`src/rtl/clk_rst_seq_pkg.sv`:
```
// clk_rst_seq_pkg: shared state encoding and constants for the reset sequencer
package clk_rst_seq_pkg;
  typedef enum logic [1:0] {ST_WAIT_LOCK, ST_PLL_RST, ST_SYS_REL, ST_RUN} state_e;
  localparam int RELOCK_W = 4;
endpackage

```
`src/rtl/sync_2ff.sv`:
```
// sync_2ff: 1-bit two-flop synchronizer, async active-low reset to 0
module sync_2ff (
  input  logic clk,
  input  logic rst_n,
  input  logic d,
  output logic q
);
  logic meta_q, sync_q;
  always_ff @(posedge clk or negedge rst_n) begin
    if (!rst_n) {sync_q, meta_q} <= 2'b00;
    else {sync_q, meta_q} <= {meta_q, d};
  end
  assign q = sync_q;
endmodule

```
`src/rtl/clk_rst_seq.sv`:
```
// clk_rst_seq: qualifies PLL lock, stages sys/periph reset release, pulses PLL reset on lock timeout
module clk_rst_seq
  import clk_rst_seq_pkg::*;
#(
  parameter int STABLE_CYCLES  = 1024,
  parameter int STAGGER_CYCLES = 16,
  parameter int TIMEOUT_CYCLES = 65536,
  parameter int PLL_RST_CYCLES = 8
) (
  input  logic                clk,
  input  logic                rst_n,
  input  logic                lock,
  output logic                pll_reset,
  output logic                sys_rst_n,
  output logic                periph_rst_n,
  output logic                ready,
  output logic [RELOCK_W-1:0] relock_count
);
  localparam int SW = $clog2(STABLE_CYCLES) + 1;
  localparam int GW = $clog2(STAGGER_CYCLES) + 1;
  localparam int TW = $clog2(TIMEOUT_CYCLES) + 1;
  localparam int PW = $clog2(PLL_RST_CYCLES) + 1;
  localparam logic [SW-1:0] STAB_LAST = SW'(STABLE_CYCLES - 1);
  localparam logic [GW-1:0] STAG_LAST = GW'(STAGGER_CYCLES - 1);
  localparam logic [TW-1:0] TMO_LAST  = TW'(TIMEOUT_CYCLES - 1);
  localparam logic [PW-1:0] PRST_LAST = PW'(PLL_RST_CYCLES - 1);

  logic lock_s;
  state_e state_q, state_d;
  logic [SW-1:0] stab_q, stab_d;
  logic [GW-1:0] stag_q, stag_d;
  logic [TW-1:0] tmo_q, tmo_d;
  logic [PW-1:0] prst_q, prst_d;
  logic [RELOCK_W-1:0] relock_q, relock_d;
  logic pll_reset_q, sys_rst_n_q, periph_rst_n_q, ready_q;

  sync_2ff u_lock_sync (.clk(clk), .rst_n(rst_n), .d(lock), .q(lock_s));

  always_comb begin
    state_d  = state_q;
    stab_d   = '0;
    stag_d   = '0;
    tmo_d    = '0;
    prst_d   = '0;
    relock_d = relock_q;
    case (state_q)
      ST_WAIT_LOCK: begin
        stab_d = lock_s ? stab_q + 1'b1 : '0;
        tmo_d  = tmo_q + 1'b1;
        if (lock_s && stab_q == STAB_LAST) state_d = ST_SYS_REL;
        else if (tmo_q == TMO_LAST) state_d = ST_PLL_RST;
      end
      ST_PLL_RST: begin
        prst_d = prst_q + 1'b1;
        if (prst_q == PRST_LAST) state_d = ST_WAIT_LOCK;
      end
      ST_SYS_REL: begin
        stag_d = stag_q + 1'b1;
        state_d = !lock_s ? ST_WAIT_LOCK : (stag_q == STAG_LAST) ? ST_RUN : ST_SYS_REL;
      end
      ST_RUN: begin
        state_d  = lock_s ? ST_RUN : ST_WAIT_LOCK;
        relock_d = (lock_s || &relock_q) ? relock_q : relock_q + 1'b1;
      end
      default: state_d = ST_WAIT_LOCK;
    endcase
    // every state change starts the next phase with fresh counters
    if (state_d != state_q) begin
      stab_d = '0;
      stag_d = '0;
      tmo_d  = '0;
      prst_d = '0;
    end
  end

  always_ff @(posedge clk or negedge rst_n) begin
    if (!rst_n) begin
      state_q        <= ST_WAIT_LOCK;
      stab_q         <= '0;
      stag_q         <= '0;
      tmo_q          <= '0;
      prst_q         <= '0;
      relock_q       <= '0;
      pll_reset_q    <= 1'b0;
      sys_rst_n_q    <= 1'b0;
      periph_rst_n_q <= 1'b0;
      ready_q        <= 1'b0;
    end else begin
      state_q        <= state_d;
      stab_q         <= stab_d;
      stag_q         <= stag_d;
      tmo_q          <= tmo_d;
      prst_q         <= prst_d;
      relock_q       <= relock_d;
      pll_reset_q    <= state_d == ST_PLL_RST;
      sys_rst_n_q    <= state_d == ST_SYS_REL || state_d == ST_RUN;
      periph_rst_n_q <= state_d == ST_RUN;
      ready_q        <= state_d == ST_RUN;
    end
  end

  assign pll_reset    = pll_reset_q;
  assign sys_rst_n    = sys_rst_n_q;
  assign periph_rst_n = periph_rst_n_q;
  assign ready        = ready_q;
  assign relock_count = relock_q;
endmodule

```
`config.mk`:
```
export PLATFORM = sky130hd
export DESIGN_NAME = clk_rst_seq
export DESIGN_NICKNAME = d
export VERILOG_FILES = /design/src/rtl/clk_rst_seq_pkg.sv /design/src/rtl/sync_2ff.sv /design/src/rtl/clk_rst_seq.sv
export SDC_FILE = /design/constraint.sdc
export NUM_CORES = 1
export LEC_CHECK = 0
export ABC_AREA = 0
export CORE_ASPECT_RATIO = 0.8
export CORE_UTILIZATION = 45
export DETAILED_ROUTE_END_ITERATION = 7
export PLACE_DENSITY = 0.71
export SYNTH_ARGS = -nofsm -noshare
export SYNTH_HDL_FRONTEND = slang
export SYNTH_HIERARCHICAL = 1
export SYNTH_SLANG_ARGS = --single-unit
```
`constraint.sdc`:
```
create_clock -name clk -period 2.6 [get_ports clk]
set_clock_uncertainty 0.05 [all_clocks]
set_input_delay 0.26 -clock clk [delete_from_list [all_inputs] [get_ports clk]]
set_output_delay 0.26 -clock clk [all_outputs]
set_load 0.01 [all_outputs]
```
==> metrics.cfg <==
[status]
outcome=complete, but fails checks
violations=hold timing

[timing]
relSlewSlack_pct=61.94
min_period_ns=2.415
fin_worst_hold_slack_ns=-0.01402
rsz0062_at_grt=no
setup_viol=0
hold_viol_final=25
fin_setup_tns_ns=0
period_share_pct=92.90
fmax_mhz=414.0
worst_slew_pin_slew_ns=0.5709
slew_viol_final=0

[synthesis]
synth-edff-count=0
syn_nets=207
synth_area_mm2=0.002115
ys_ff_latch=47
ys_dominant_reg_cell=dfrtp_1
synthAdderAreaFrac_pct=4.142
synth_largest_area_cell=dfrtp_1
synth_compound_area_share_pct=2.071
synth.area.top_cells=dfrtp_1, xnor2_1, nor2_1
synth_area_per_cell_um2=10.73
synth_top_family_by_area=simple AND/OR/NAND/NOR gates
synth_top_area_share_pct=55.62
synth_common_cells=dfrtp_1, nor2_1, xnor2_1
syn-instance-count=197
yosys.cell_types.count=31
synthArstFlopShare_pct=100.0
synth-xor-area-share_pct=12.01
seq_area_frac_synth_pct=55.62
ys_warn_count=6
yosysMostFrequentCell=dfrtp_1
synth-simple-area-share_pct=22.37
synth_mux_area_share_pct=0.5325

[layout]
post_route_cells_drive_above_1_share_pct=10.28
nets=223
final_cells=271
syn2layout_area_growth_pct=13.20
num_antenna_cells=0

[cts]
cts_resized=0
clk_latency_ns=0.30
cts_num_sinks=47
clk_pin_slew_ns=0.08
cts_tree=yes
cts_buffers=5
post-cts-setup-buffers=0
clk_path_buf_depth=2
cts_hold_buf=0
clockRootBuffer=clkbuf_8
h-tree-depth=2

[power_and_ir_drop]
power_frac_comb_pct=1.9
p_sw_mw=0.2563
irDropWorstVdd_v=0.0003258
p_int_mw=1.127
p_per_area_mw_per_mm2=577.8
p_leak_nw=1.063
p_seq_share_pct=53.5
clkPwrFrac_pct=44.6
p_sw_share_pct=18.54

[setup_path]
critPathLaunch=tmo_q[0]
rrSetupSlack_ns=0.18
critPathKind=register to register
critical_path_arrival_ns=2.55
setup.worst_path.end_class=register
ff2ff_path_depth=9
cp-start-kind=register
r2r_start=tmo_q[0]
worstReg2RegEnd=stab_q[6]
required_ns=2.73
path_max_fanout=8

[place]
dp.cells=263
gp_congestion=0.7261
hpwlAfterDp_um=2210
io_buffers=10

[route]
routed_wl_um=3239
viasPerCell=4.952
route.detailed.drc=0
ant_nets=0
vias=1342
dr.pass1.iters=4
drtIter0Drc=52
wire_per_inst_um=11.95

[global_route]
antenna_found_initial=0
grt_use_total_pct=15.88
grt-ovfl-total=0
grt_max_degree=48
first_global_vias=1356
grt_pass1_wl_um=5961

[floorplan]
io_pins=11
core_area_mm2=0.004335
rows=21
start_util_pct=48.77
die_area_mm2=0.004979
die_w_um=78.64
fp.dieH_um=63.31

[job]
maxCapViolations=0

[min_path]
holdCritPathClass=input port to asynchronous set/reset pin

==> layout by cell type, fill, tap and decap left out, types with 3 or more instances in the layout <==
| cell | synthesis | layout |
|---|---|---|
| nor2_1 | 37 | 37 |
| nor2_2 | 4 | 4 |
| nand3_1 | 10 | 10 |
| clkdlybuf4s50_1 | 0 | 9 |
| xor2_1 | 9 | 9 |
| nand4_1 | 7 | 7 |
| nor4_1 | 4 | 4 |
| nor3_1 | 8 | 8 |
| dfrtp_1 | 47 | 47 |
| ha_1 | 7 | 7 |
| and3_1 | 3 | 3 |
| clkbuf_8 | 0 | 5 |
| xnor2_1 | 20 | 20 |
| inv_1 | 11 | 11 |
| nand2_1 | 8 | 8 |
==> cell type report <==
| cell class | count | area, um2 |
|---|---|---|
| flip-flops and latches | 47 | 1176 |
| inverters | 11 | 41.29 |
| clock inverters | 2 | 60.06 |
| well taps | 57 | 71.32 |
| multi-input cells | 137 | 869.6 |
| repair buffers | 11 | 102.6 |
| clock buffers | 6 | 72.57 |
| fillers | 391 | 1942 |
==> routing by layer <==
metal / track usage (%) / vias to the layer above / routed length, um
met4: 8.333 / 0 / 70
met3: 4.783 / 7 / 122
met5: 0 / - / 0
li1: - / 690 / -
met2: 24.46 / 16 / 1446
met1: 20.09 / 629 / 1600
==> metrics by stage <==
| step | hold WS, ns | total power [mW] | cell area [um2] | util, % | worst slack [ns] |
|---|---|---|---|---|---|
| after global routing | 0.03490 | 1.439 | 2394 | 55.21 | 0.0004328 |
| final | -0.01402 | 1.383 | 2394 | 55.21 | 0.1847 |
| after floorplan | -0.08559 | 0.7627 | 2115 | - | 0.4362 |
| after CTS | 0.002003 | 1.409 | 2394 | 55.21 | 0.1663 |
| after detailed placement | 0.2872 | 0.7831 | 2261 | 52.15 | 0.1780 |
| after global placement | 0.2852 | 0.7821 | 2261 | 52.15 | 0.2661 |
==> worst max-delay path by stage <==
| stage | slack (ns) | depth (start not counted) | endpoint |
|---|---|---|---|
| 6_report | 0.18 | 9 | stab_q[6] |
| 5_1_grt | 0.0004 | 9 | stab_q[6] |
| 2_1_floorplan | 0.44 | 9 | stab_q[2] |
| 3_3_place_gp | 0.27 | 9 | stab_q[9] |
| 3_5_place_dp | 0.18 | 9 | stab_q[2] |
| 4_1_cts | 0.17 | 9 | stab_q[6] |
==> flip-flops by register name, summed over array words and instances, names as in the netlist, 2 cells and up <==
name,count
state_q,2
tmo_q,17
prst_q,4
stag_q,5
stab_q,11
relock_count,4
==> power groups by stage <==
stage / Clock, mW / Sequential (mW) / Combinational [mW]
after floorplan: 0 / 0.754 / 0.00872
after global placement: 0 / 0.755 / 0.0272
after detailed placement: 0 / 0.755 / 0.0283
after CTS: 0.641 / 0.740 / 0.0281
after global routing: 0.664 / 0.742 / 0.0323
final: 0.616 / 0.740 / 0.0264
==> worst max-delay path, cell delays in order (launching register included) <==
cell and delay (ns):
dfrtp_1 0.40, ha_1 0.21, nand3_1 0.14, or4_1 0.57, nor2_1 0.14, ha_1 0.18, nor3_1 0.10, nand2_1 0.17
a21o_1 0.25, nor2_1 0.08
==> logic make-up (layout without fill, tap and decap cells) <==
family	Yosys count	after routing
simple gates	93	93
compound gates	7	7
mux	1	1
xor+xnor	29	29
buf+inv	13	30
flops	47	47
fa+ha+maj	7	7
Power figures use the tool's default switching activity.
